## config.mk

```make
export PLATFORM = sky130hd
export DESIGN_NAME = switch_allocator_rr_flat
export DESIGN_NICKNAME = d
export VERILOG_FILES = /design/src/rtl/switch_allocator_rr_if.sv /design/src/rtl/switch_allocator_rr.sv /design/src/flat_wrapper.sv
export SDC_FILE = /design/constraint.sdc
export NUM_CORES = 1
export LEC_CHECK = 0
export BUFFER_PORTS_ARGS = -buffer_cell sky130_fd_sc_hd__buf_4
export CORE_ASPECT_RATIO = 1.4
export CORE_MARGIN = 2
export CORE_UTILIZATION = 60
export DETAILED_ROUTE_END_ITERATION = 8
export PLACE_DENSITY = 0.79
export SYNTH_ARGS = -nofsm -noshare
export SYNTH_HDL_FRONTEND = slang
export SYNTH_SLANG_ARGS = --single-unit
export TNS_END_PERCENT = 50
```

## constraint.sdc

```tcl
create_clock -name clk -period 5.55 [get_ports clk]
set_input_delay 0.2775 -clock clk [delete_from_list [all_inputs] [get_ports clk]]
set_output_delay 0.2775 -clock clk [all_outputs]
set_load 0.05 [all_outputs]
```

## src/rtl/switch_allocator_rr_if.sv

```systemverilog
// Allocator handshake bundle: route/flit/credit status in, grants and crossbar selects out.
interface switch_allocator_rr_if #(
   parameter int unsigned N = 5,
   parameter int unsigned M = 3
);
   logic [0:N-1]               i_select_neighbor;
   logic [0:N-1][0:M-1][1:0]   i_avail_directions;
   logic [0:N-1]               i_local;
   logic [0:N-1]               i_flit_valid;
   logic [0:N-1]               i_flit_tail;
   logic [0:N-1]               i_credit_avail;
   logic [0:N-1]               o_grant;
   logic [0:N-1]               o_xbar_valid;
   logic [0:N-1][2:0]          o_xbar_sel;
   logic [0:N-1]               o_in_busy;

   modport master (
      output i_select_neighbor, i_avail_directions, i_local, i_flit_valid, i_flit_tail,
             i_credit_avail,
      input  o_grant, o_xbar_valid, o_xbar_sel, o_in_busy
   );

   modport slave (
      input  i_select_neighbor, i_avail_directions, i_local, i_flit_valid, i_flit_tail,
             i_credit_avail,
      output o_grant, o_xbar_valid, o_xbar_sel, o_in_busy
   );
endinterface

```

## src/rtl/switch_allocator_rr.sv

```systemverilog
// Router switch allocator: per-input ordered candidate choice, per-output round-robin
// arbitration, and output locking from head flit to tail flit.
module switch_allocator_rr #(
   parameter int unsigned N = 5,
   parameter int unsigned M = 3
) (
   input  logic                   clk,
   input  logic                   reset,
   switch_allocator_rr_if.slave   io_alloc
);
   localparam int unsigned NC = M - 1;

   typedef enum logic [1:0] {StIdle, StRouted, StActive} state_e;

   state_e       r_state [N];
   logic [2:0]   r_cand  [N][NC];
   logic [1:0]   r_cnt   [N];
   logic [2:0]   r_own   [N];
   logic [0:N-1] r_lock;
   logic [2:0]   r_owner [N];
   logic [2:0]   r_rr    [N];

   state_e       w_state_nxt [N];
   logic [2:0]   w_cand_nxt  [N][NC];
   logic [1:0]   w_cnt_nxt   [N];
   logic [2:0]   w_own_nxt   [N];
   logic [0:N-1] w_lock_nxt;
   logic [2:0]   w_owner_nxt [N];
   logic [2:0]   w_rr_nxt    [N];

   logic [0:N-1] w_req_vld;
   logic [2:0]   w_req_port  [N];
   logic [0:N-1] w_win;
   logic [2:0]   w_win_idx   [N];
   logic [0:N-1] w_won;
   logic [2:0]   w_won_port  [N];
   logic [0:N-1] w_grant;

   always_comb begin : p_alloc
      int idx;
      idx = 0;
      // Each routed input requests only its first free, credited candidate.
      for (int i = 0; i < N; i++) begin
         w_req_vld[i]  = 1'b0;
         w_req_port[i] = 3'd0;
         if (r_state[i] == StRouted) begin
            for (int k = 0; k < NC; k++) begin
               if (!w_req_vld[i] && k < int'(r_cnt[i]) && !r_lock[r_cand[i][k]] &&
                   io_alloc.i_credit_avail[r_cand[i][k]]) begin
                  w_req_vld[i]  = 1'b1;
                  w_req_port[i] = r_cand[i][k];
               end
            end
         end
      end

      for (int o = 0; o < N; o++) begin
         w_win[o]     = 1'b0;
         w_win_idx[o] = 3'd0;
         if (!r_lock[o]) begin
            for (int off = 0; off < N; off++) begin
               idx = int'(r_rr[o]) + off;
               if (idx >= int'(N)) idx = idx - int'(N);
               if (!w_win[o] && w_req_vld[idx] && w_req_port[idx] == 3'(o)) begin
                  w_win[o]     = 1'b1;
                  w_win_idx[o] = 3'(idx);
               end
            end
         end
      end

      w_won = '0;
      for (int i = 0; i < N; i++) w_won_port[i] = 3'd0;
      for (int o = 0; o < N; o++) begin
         if (w_win[o]) begin
            w_won[w_win_idx[o]]      = 1'b1;
            w_won_port[w_win_idx[o]] = 3'(o);
         end
      end

      for (int i = 0; i < N; i++) begin
         w_grant[i] = (r_state[i] == StActive) && io_alloc.i_flit_valid[i] &&
                      io_alloc.i_credit_avail[r_own[i]];
      end

      for (int i = 0; i < N; i++) begin
         w_state_nxt[i] = r_state[i];
         w_cand_nxt[i]  = r_cand[i];
         w_cnt_nxt[i]   = r_cnt[i];
         w_own_nxt[i]   = r_own[i];
         unique case (r_state[i])
            StIdle: begin
               if (io_alloc.i_select_neighbor[i]) begin
                  w_state_nxt[i] = StRouted;
                  // An empty list is delivered locally, same as an explicit local flag.
                  if (io_alloc.i_local[i] || io_alloc.i_avail_directions[i][M-1] == 2'd0) begin
                     w_cand_nxt[i][0] = 3'd0;
                     w_cnt_nxt[i]     = 2'd1;
                  end else begin
                     for (int k = 0; k < NC; k++) begin
                        w_cand_nxt[i][k] = 3'(io_alloc.i_avail_directions[i][k]) + 3'd1;
                     end
                     w_cnt_nxt[i] = (io_alloc.i_avail_directions[i][M-1] > 2'(NC)) ?
                                    2'(NC) : io_alloc.i_avail_directions[i][M-1];
                  end
               end
            end
            StRouted: begin
               if (w_won[i]) begin
                  w_state_nxt[i] = StActive;
                  w_own_nxt[i]   = w_won_port[i];
               end
            end
            StActive: begin
               if (w_grant[i] && io_alloc.i_flit_tail[i]) w_state_nxt[i] = StIdle;
            end
            default: w_state_nxt[i] = StIdle;
         endcase
      end

      for (int o = 0; o < N; o++) begin
         w_lock_nxt[o]  = r_lock[o];
         w_owner_nxt[o] = r_owner[o];
         w_rr_nxt[o]    = r_rr[o];
         if (w_win[o]) begin
            w_lock_nxt[o]  = 1'b1;
            w_owner_nxt[o] = w_win_idx[o];
            w_rr_nxt[o]    = (w_win_idx[o] == 3'(N - 1)) ? 3'd0 : w_win_idx[o] + 3'd1;
         end else if (r_lock[o] && w_grant[r_owner[o]] && io_alloc.i_flit_tail[r_owner[o]]) begin
            w_lock_nxt[o]  = 1'b0;
            w_owner_nxt[o] = 3'd0;
         end
      end
   end

   always_ff @(posedge clk or posedge reset) begin
      if (reset) begin
         for (int i = 0; i < N; i++) begin
            r_state[i] <= StIdle;
            r_cnt[i]   <= 2'd0;
            r_own[i]   <= 3'd0;
            r_owner[i] <= 3'd0;
            r_rr[i]    <= 3'd0;
            for (int k = 0; k < NC; k++) r_cand[i][k] <= 3'd0;
         end
         r_lock <= '0;
      end else begin
         r_state <= w_state_nxt;
         r_cand  <= w_cand_nxt;
         r_cnt   <= w_cnt_nxt;
         r_own   <= w_own_nxt;
         r_lock  <= w_lock_nxt;
         r_owner <= w_owner_nxt;
         r_rr    <= w_rr_nxt;
      end
   end

   always_comb begin
      io_alloc.o_grant      = w_grant;
      io_alloc.o_xbar_valid = '0;
      io_alloc.o_xbar_sel   = '0;
      io_alloc.o_in_busy    = '0;
      for (int o = 0; o < N; o++) begin
         io_alloc.o_xbar_valid[o] = r_lock[o] & w_grant[r_owner[o]];
         io_alloc.o_xbar_sel[o]   = r_lock[o] ? r_owner[o] : 3'd0;
      end
      for (int i = 0; i < N; i++) io_alloc.o_in_busy[i] = (r_state[i] != StIdle);
   end
endmodule

```

## src/flat_wrapper.sv

```systemverilog
// flat-port wrapper written by rule: the top's interface ports become plain ports
module switch_allocator_rr_flat 
#(
   parameter int unsigned N = 5,
   parameter int unsigned M = 3
)
  (clk, reset, io_alloc_i_select_neighbor, io_alloc_i_avail_directions, io_alloc_i_local, io_alloc_i_flit_valid, io_alloc_i_flit_tail, io_alloc_i_credit_avail, io_alloc_o_grant, io_alloc_o_xbar_valid, io_alloc_o_xbar_sel, io_alloc_o_in_busy);
  switch_allocator_rr_if #(.N(N), .M(M)) io_alloc_i ();
  input  logic clk;
  input  logic reset;
  input wire logic [$bits(io_alloc_i.i_select_neighbor)-1:0] io_alloc_i_select_neighbor;
  input wire logic [$bits(io_alloc_i.i_avail_directions)-1:0] io_alloc_i_avail_directions;
  input wire logic [$bits(io_alloc_i.i_local)-1:0] io_alloc_i_local;
  input wire logic [$bits(io_alloc_i.i_flit_valid)-1:0] io_alloc_i_flit_valid;
  input wire logic [$bits(io_alloc_i.i_flit_tail)-1:0] io_alloc_i_flit_tail;
  input wire logic [$bits(io_alloc_i.i_credit_avail)-1:0] io_alloc_i_credit_avail;
  output wire logic [$bits(io_alloc_i.o_grant)-1:0] io_alloc_o_grant;
  output wire logic [$bits(io_alloc_i.o_xbar_valid)-1:0] io_alloc_o_xbar_valid;
  output wire logic [$bits(io_alloc_i.o_xbar_sel)-1:0] io_alloc_o_xbar_sel;
  output wire logic [$bits(io_alloc_i.o_in_busy)-1:0] io_alloc_o_in_busy;
  assign io_alloc_i.i_select_neighbor = io_alloc_i_select_neighbor;
  assign io_alloc_i.i_avail_directions = io_alloc_i_avail_directions;
  assign io_alloc_i.i_local = io_alloc_i_local;
  assign io_alloc_i.i_flit_valid = io_alloc_i_flit_valid;
  assign io_alloc_i.i_flit_tail = io_alloc_i_flit_tail;
  assign io_alloc_i.i_credit_avail = io_alloc_i_credit_avail;
  assign io_alloc_o_grant = io_alloc_i.o_grant;
  assign io_alloc_o_xbar_valid = io_alloc_i.o_xbar_valid;
  assign io_alloc_o_xbar_sel = io_alloc_i.o_xbar_sel;
  assign io_alloc_o_in_busy = io_alloc_i.o_in_busy;
  switch_allocator_rr #(.N(N), .M(M)) u_core (.clk(clk), .reset(reset), .io_alloc(io_alloc_i));
endmodule
```

==> flow_summary.yaml, run 1 <==
timing:
  slew_viol_final: 0
  relSlewSlack: 0.281
  hold_viol: 24
  max_freq_ghz: 0.183
  hold_ws_ps: -15.5
  worst_slack_ps: 77.6
  rsz0062_at_grt: "false"
  tns_ps: 0
  fin_crit_sh: 0.986
  period_needed_ps: 5470
  final-setup-viol-count: 0
  tightestPinTransition_ps: 1050
  skew_ps: 18.6
route:
  vias: 13800
  wl_per_cell_um: 24.1
  drc: 0
  drt-vias-per-instance: 7.18
  drt-initial-drc-count: 1616
  antenna_left: 0
  drt_wl_total_mm: 46.4
  drtPass1Iterations: 6
global_routing:
  antenna_found_initial: 0
  grt_overflow: 0
  grt_pass1_wl_mm: 71.4
  grt_max_degree: 57
  grt.total_usage: 0.414
  grt_pass1_vias: 13000
layout:
  layout.cells.non_filler: 1924
  post-route-util: 0.676
  nets: 1788
  n_fill_cell: 1771
  final_common_cell: "nand2_1"
  drive_gt1_frac: 0.148
  area_growth_pct: 11.1
  final_cell_mix: "nand2_1 (134), buf_4 (131), nor2_1 (112)"
  antenna_cells: 0
  final_area_um2: 13800
synth:
  synth-edff-count: 0
  yosysWarnings: 0
  ys_types: 106
  synthFlopType: "dfrtp_1"
  seq_area_frac_synth: 0.202
  syn_area_um2: 12400
  ys_ff_latch: 100
  synthesis.nets: 1700
  synthCells: 1576
  synthArstFlopShare: 1.00
  avgSynthCellArea_um2: 7.88
clock_network:
  cts_sinks: 100
  cts_setup_buffers: 0
  cts_buffer_depth: 2
  cts_max_level: 3
  path_clk_slew_ps: 80
  root_buffer: "clkbuf_16"
  clk_latency_ps: 370
  cts_tree: "built"
  cts_buffers: 9
pwr:
  p_total_mw: 9.79
  leakage_nw: 5.83
  power_density_nw_per_um2: 710
  irDropWorstVdd_uv: 445
worst_setup_path:
  r2r.worst_path.cells: 12
  path_buf_inv: 0
  ff2ff_setup_slack_ps: 80
  max_stage_delay_ps: 1020
  worst_setup_path_end_kind: "register"
  crit_slowest_cell: "a2111oi_0"
  crit_fanout: 11
  rr_endpoint: "u_core.r_state[8]$_DFFE_PP0P_"
  crit_family: "compound AO/OA/AOI/OAI gates"
  crit_cells: 12
  regToRegStartpoint: "u_core.r_lock[4]$_DFFE_PP0P_"
  startpoint_type: "register"
  cp_data_required_time_ps: 5800
  path_cells: "nand2b_1, nor4_1, a211oi_2, o21ai_0, a2111oi_0, o21bai_1, nand2_1, or4_1, o22ai_1, a21boi_0, a2bb2oi_1, a41o_1"
  worst-setup-path-type: "reg -> reg"
  arrival_ps: 5730
floorplanning:
  initial_core_util: 0.609
  die_y_um: 174
  dieWidth_um: 126
  die_area_um2: 21900
  io_pins: 87
  row_count: 62
  core_um2: 20400
run_status:
  outcome: "finished, violations left"
  violations: "hold timing"
place:
  dp_hpwl_mm: 37.1
  post-place-cells: 1909
  post-place-ws_ps: 482
  portBuffers: 86
  dpl_cell_area_um2: 13500
  place_congestion: 1.11
flow_run:
  drv_cap: 0
worst_hold_path:
  hold_class: "in -> async"
power breakdown:
| group | internal (mW) | leakage, nW | switching, mW |
|---|---|---|---|
| logic | 2.80 | 4.45 | 4.72 |
| clock network | 0.311 | 0.139 | 0.307 |
| registers | 1.06 | 1.24 | 0.598 |
| total | 4.17 | 5.83 | 5.63 |
state kept, by name, summed over array words and instances (netlist names):
register,flops
u_core.r_lock,5
u_core.r_own,15
u_core.r_owner,15
u_core.r_state,10
u_core.r_cand,30
u_core.r_cnt,10
u_core.r_rr,15
routing by layer:
| metal | GRT usage | up-vias | part of all wire |
|---|---|---|---|
| met5 | 0 | - | 0 |
| met4 | 0.310 | 0 | 0.089 |
| met3 | 0.0782 | 246 | 0.093 |
| met2 | 0.666 | 828 | 0.46 |
| met1 | 0.487 | 6532 | 0.36 |
| li1 | - | 6214 | - |
cell usage after synthesis (11+ instances only):
master	instances	area, um^2
nand2_1	134	503
nor2_1	112	420
dfrtp_1	100	2500
inv_1	89	334
a21oi_1	79	395
o21ai_0	78	390
nand3_1	70	350
ha_1	62	776
nor3_1	51	255
clkbuf_1	39	146
and2_1	37	231
mux2i_1	32	320
a211oi_1	31	233
nand4_1	31	194
xnor2_1	31	272
a21o_1	30	225
nand2b_1	26	163
nor2b_1	23	144
o21a_1	23	173
or3_1	23	144
o31ai_1	21	158
a31oi_1	20	125
mux4_2	20	450
nor4_1	19	119
o22ai_1	19	119
mux2_2	17	191
o211ai_1	17	128
or2_2	17	106
a22o_1	16	140
nand3b_1	16	120
buf_2	13	65.1
and3_1	12	75.1
o31a_1	12	105
or4_1	12	90.1
nor4b_1	11	96.3
worst max path at each step:
stage                                 start                            end  slack [ps]
2_1_floorplan    u_core.r_rr[6]$_DFFE_PP0P_   u_core.r_own[12]$_DFFE_PP0P_        1100
3_3_place_gp   u_core.r_lock[2]$_DFFE_PP0P_  u_core.r_state[3]$_DFFE_PP0P_         520
3_5_place_dp   u_core.r_lock[2]$_DFFE_PP0P_  u_core.r_state[8]$_DFFE_PP0P_         480
4_1_cts        u_core.r_lock[2]$_DFFE_PP0P_     u_core.r_rr[5]$_DFFE_PP0P_         450
5_1_grt        u_core.r_lock[4]$_DFFE_PP0P_  u_core.r_state[8]$_DFFE_PP0P_           4
6_report       u_core.r_lock[4]$_DFFE_PP0P_  u_core.r_state[8]$_DFFE_PP0P_          80
cell families (layout without fill, tap and decap cells):
family | after synthesis | in the layout | share of synthesized area
and+or+nand+nor | 655 | 655 | 0.288
AOI/OAI and AO/OA | 503 | 503 | 0.292
buffers and inverters | 148 | 240 | 0.0467
DFF | 100 | 100 | 0.202
muxes | 70 | 70 | 0.0787
adders and majority gates | 67 | 67 | 0.0705
xor gates and xnor gates | 33 | 33 | 0.0233
area by class of cell:
type,instances,area (um^2),share of cell area
clock buffer,9,225,0.0163
clock inverter,6,60.1,0.00435
inverter,94,355,0.0258
multi-input combinational,1328,9340,0.678
sequential,100,2500,0.181
tap,256,320,0.0232
timing repair buffer,131,983,0.0713
what timing repair did:
action | CTS | global route
resized for setup | 0 | 2
endpoints found under the setup margin | 0 | 3
hold buffers | 0 | 0
No activity file was read; power rests on OpenSTA's default activity.
==> inputs of run 2 (changes only) <==
==> constraint.sdc (replaced) <==
create_clock -name clk -period 5.7 [get_ports clk]
set_input_delay 0.285 -clock clk [delete_from_list [all_inputs] [get_ports clk]]
set_output_delay 0.285 -clock clk [all_outputs]
set_load 0.05 [all_outputs]
==> run 2 against run 1 <==
Net effect:
- the flow still finishes with violations (hold timing)
- power fell by 0.52%
- utilization up 0.12 points
- sequential power down 2%
- critical path depth unchanged
- die area stayed put
- register-to-register slack improved by 260 ps
- via count is 2.1% higher
- first-iteration DRC count about the same
- final cell count up 0.16%
- non-clock buffer count is 2 higher
- global-route usage rose by 1.9 points
==> flow_summary.yaml, run 2 (same netlist as run 1, synthesis figures left out) <==
worst_setup_path:
  path_cells: "nor2b_1, mux4_2, a21boi_1, o21ai_0, a211oi_1, a21oi_1, o41ai_2, a21oi_1, nor3_1, mux2_2, o22ai_1, or4_1"
  crit_family: "compound AO/OA/AOI/OAI gates"
  crit_cells: 12
  max_stage_delay_ps: 800
  path_buf_inv: 0
  cp_data_required_time_ps: 5940
  crit_end: "u_core.r_state[3]$_DFFE_PP0P_"
  r2r.worst_path.cells: 12
  critPathMostFrequentCell: "a21oi_1"
  worst-setup-path-type: "reg -> reg"
  crit_slowest_cell: "dfrtp_1"
  crit_path_start: "u_core.r_lock[1]$_DFFE_PP0P_"
  ff2ff_setup_slack_ps: 330
  crit_fanout: 13
  regToRegStartpoint: "u_core.r_lock[1]$_DFFE_PP0P_"
  startpoint_type: "register"
  worst_setup_path_end_kind: "register"
  rr_endpoint: "u_core.r_state[3]$_DFFE_PP0P_"
  arrival_ps: 5610
floorplanning:
  die_area_um2: 21900
  row_count: 62
  die_y_um: 174
  core_um2: 20400
  dieWidth_um: 126
  io_pins: 87
  initial_core_util: 0.609
global_routing:
  grt_pass1_vias: 13300
  grt_pass1_wl_mm: 74.2
  grt.total_usage: 0.433
  grt_max_degree: 58
  grt_overflow: 0
  antenna_found_initial: 0
layout:
  area_growth_pct: 11.3
  top_register: "u_core.r_cand"
  final_common_cell: "nand2_1"
  post-route-util: 0.677
  antenna_cells: 0
  final_cell_mix: "nand2_1 (134), buf_4 (133), nor2_1 (112)"
  layout.cells.non_filler: 1927
  largest_reg_flops: 30
  nets: 1790
  drive_gt1_frac: 0.150
clock_network:
  root_buffer: "clkbuf_16"
  cts_buffers: 9
  cts_buffer_depth: 2
  cts_max_level: 3
  clk_latency_ps: 360
  cts_setup_buffers: 0
  cts_tree: "built"
  cts_sinks: 100
  path_clk_slew_ps: 80
flow_run:
  drv_cap: 0
pwr:
  seqPwrFrac: 0.167
  power_frac_clock: 0.064
  switching_share: 0.583
  intPower_mw: 4.06
  p_comb_frac: 0.769
  leakage_nw: 5.84
  p_switching_mw: 5.68
  power_density_nw_per_um2: 705
  irDropWorstVdd_uv: 458
route:
  drtPass1Iterations: 7
  drt-initial-drc-count: 1615
  vias: 14100
  wl_per_cell_um: 25.2
  drc: 0
  antenna_left: 0
  drt-vias-per-instance: 7.32
  drt_wl_total_mm: 48.6
timing:
  slew_viol_final: 0
  fin_crit_sh: 0.942
  final-setup-viol-count: 0
  hold_ws_ps: -16.5
  hold_viol: 23
  max_freq_ghz: 0.186
  tns_ps: 0
  period_needed_ps: 5370
  tightestPinTransition_ps: 1010
  relSlewSlack: 0.319
  skew_ps: 12.5
  rsz0062_at_grt: "false"
place:
  portBuffers: 86
  place_congestion: 1.10
  dp_hpwl_mm: 38.7
  post-place-cells: 1911
run_status:
  outcome: "finished, violations left"
  violations: "hold timing"
worst_hold_path:
  hold_class: "in -> async"
==> run 2: worst min-delay path by stage <==
stage                                               start                              to  slack [ps]  cells past startpoint
after CTS                                           reset   u_core.r_owner[2]$_DFFE_PP0P_           4                      2
after floorplan           io_alloc_i_avail_directions[14]   u_core.r_cand[12]$_DFFE_PP0P_         370                      1
after detailed placement                            reset  u_core.r_owner[10]$_DFFE_PP0P_         390                      2
after global placement                              reset  u_core.r_owner[11]$_DFFE_PP0P_         380                      2
final                                               reset  u_core.r_owner[10]$_DFFE_PP0P_         -20                      2
after global routing                                reset   u_core.r_state[0]$_DFFE_PP0P_          40                      2
==> run 2: area by class of cell <==
| type | instances | area (um^2) |
|---|---|---|
| Inverter | 94 | 355 |
| Clock buffer | 9 | 225 |
| Multi-Input combinational cell | 1328 | 9350 |
| Sequential cell | 100 | 2500 |
| Tap cell | 256 | 320 |
| Clock inverter | 7 | 66.3 |
| Timing Repair Buffer | 133 | 998 |
| Fill cell | 1741 | 6590 |
==> run 2: worst register-to-register path, delay by kind of cell, from the launching register on <==
family	cells	cell delay [ps]
DFF	1	800
AOI/OAI and AO/OA	7	2430
and+or+nand+nor	3	1140
muxes	2	870
==> run 2: what timing repair did <==
| item | 4_1_cts | 5_1_grt |
|---|---|---|
| gates resized for setup | 0 | 2 |
| endpoints found under the setup margin | 0 | 1 |
| hold buffers | 0 | 0 |
==> run 2: layer usage <==
layer  global-route usage  vias to the layer above  routed length, um
met5                    0                        -                  0
met1                0.521                     6600              17400
met2                0.707                      997              22300
li1                     -                     6224                  -
met3               0.0757                      289               4780
met4                0.289                        0               4100
==> run 2: power by group through the flow <==
stage	Sequential, mW	Combinational [mW]	Clock [mW]
floorplan	1.32	5.25	0
global placement	1.58	7.12	0
detailed placement	1.60	7.22	0
CTS	1.59	7.27	0.622
global route	1.66	8.01	0.646
finish	1.62	7.49	0.626
==> run 2: metrics by stage <==
step / worst slack, ps / power, mW / cell area (um^2)
detailed placement: 536 / 8.82 / 13500
CTS: 494 / 9.47 / 13800
global route: 73.5 / 10.3 / 13800
global placement: 656 / 8.70 / 13500
floorplan: 1250 / 6.57 / 12400
finish: 333 / 9.74 / 13800
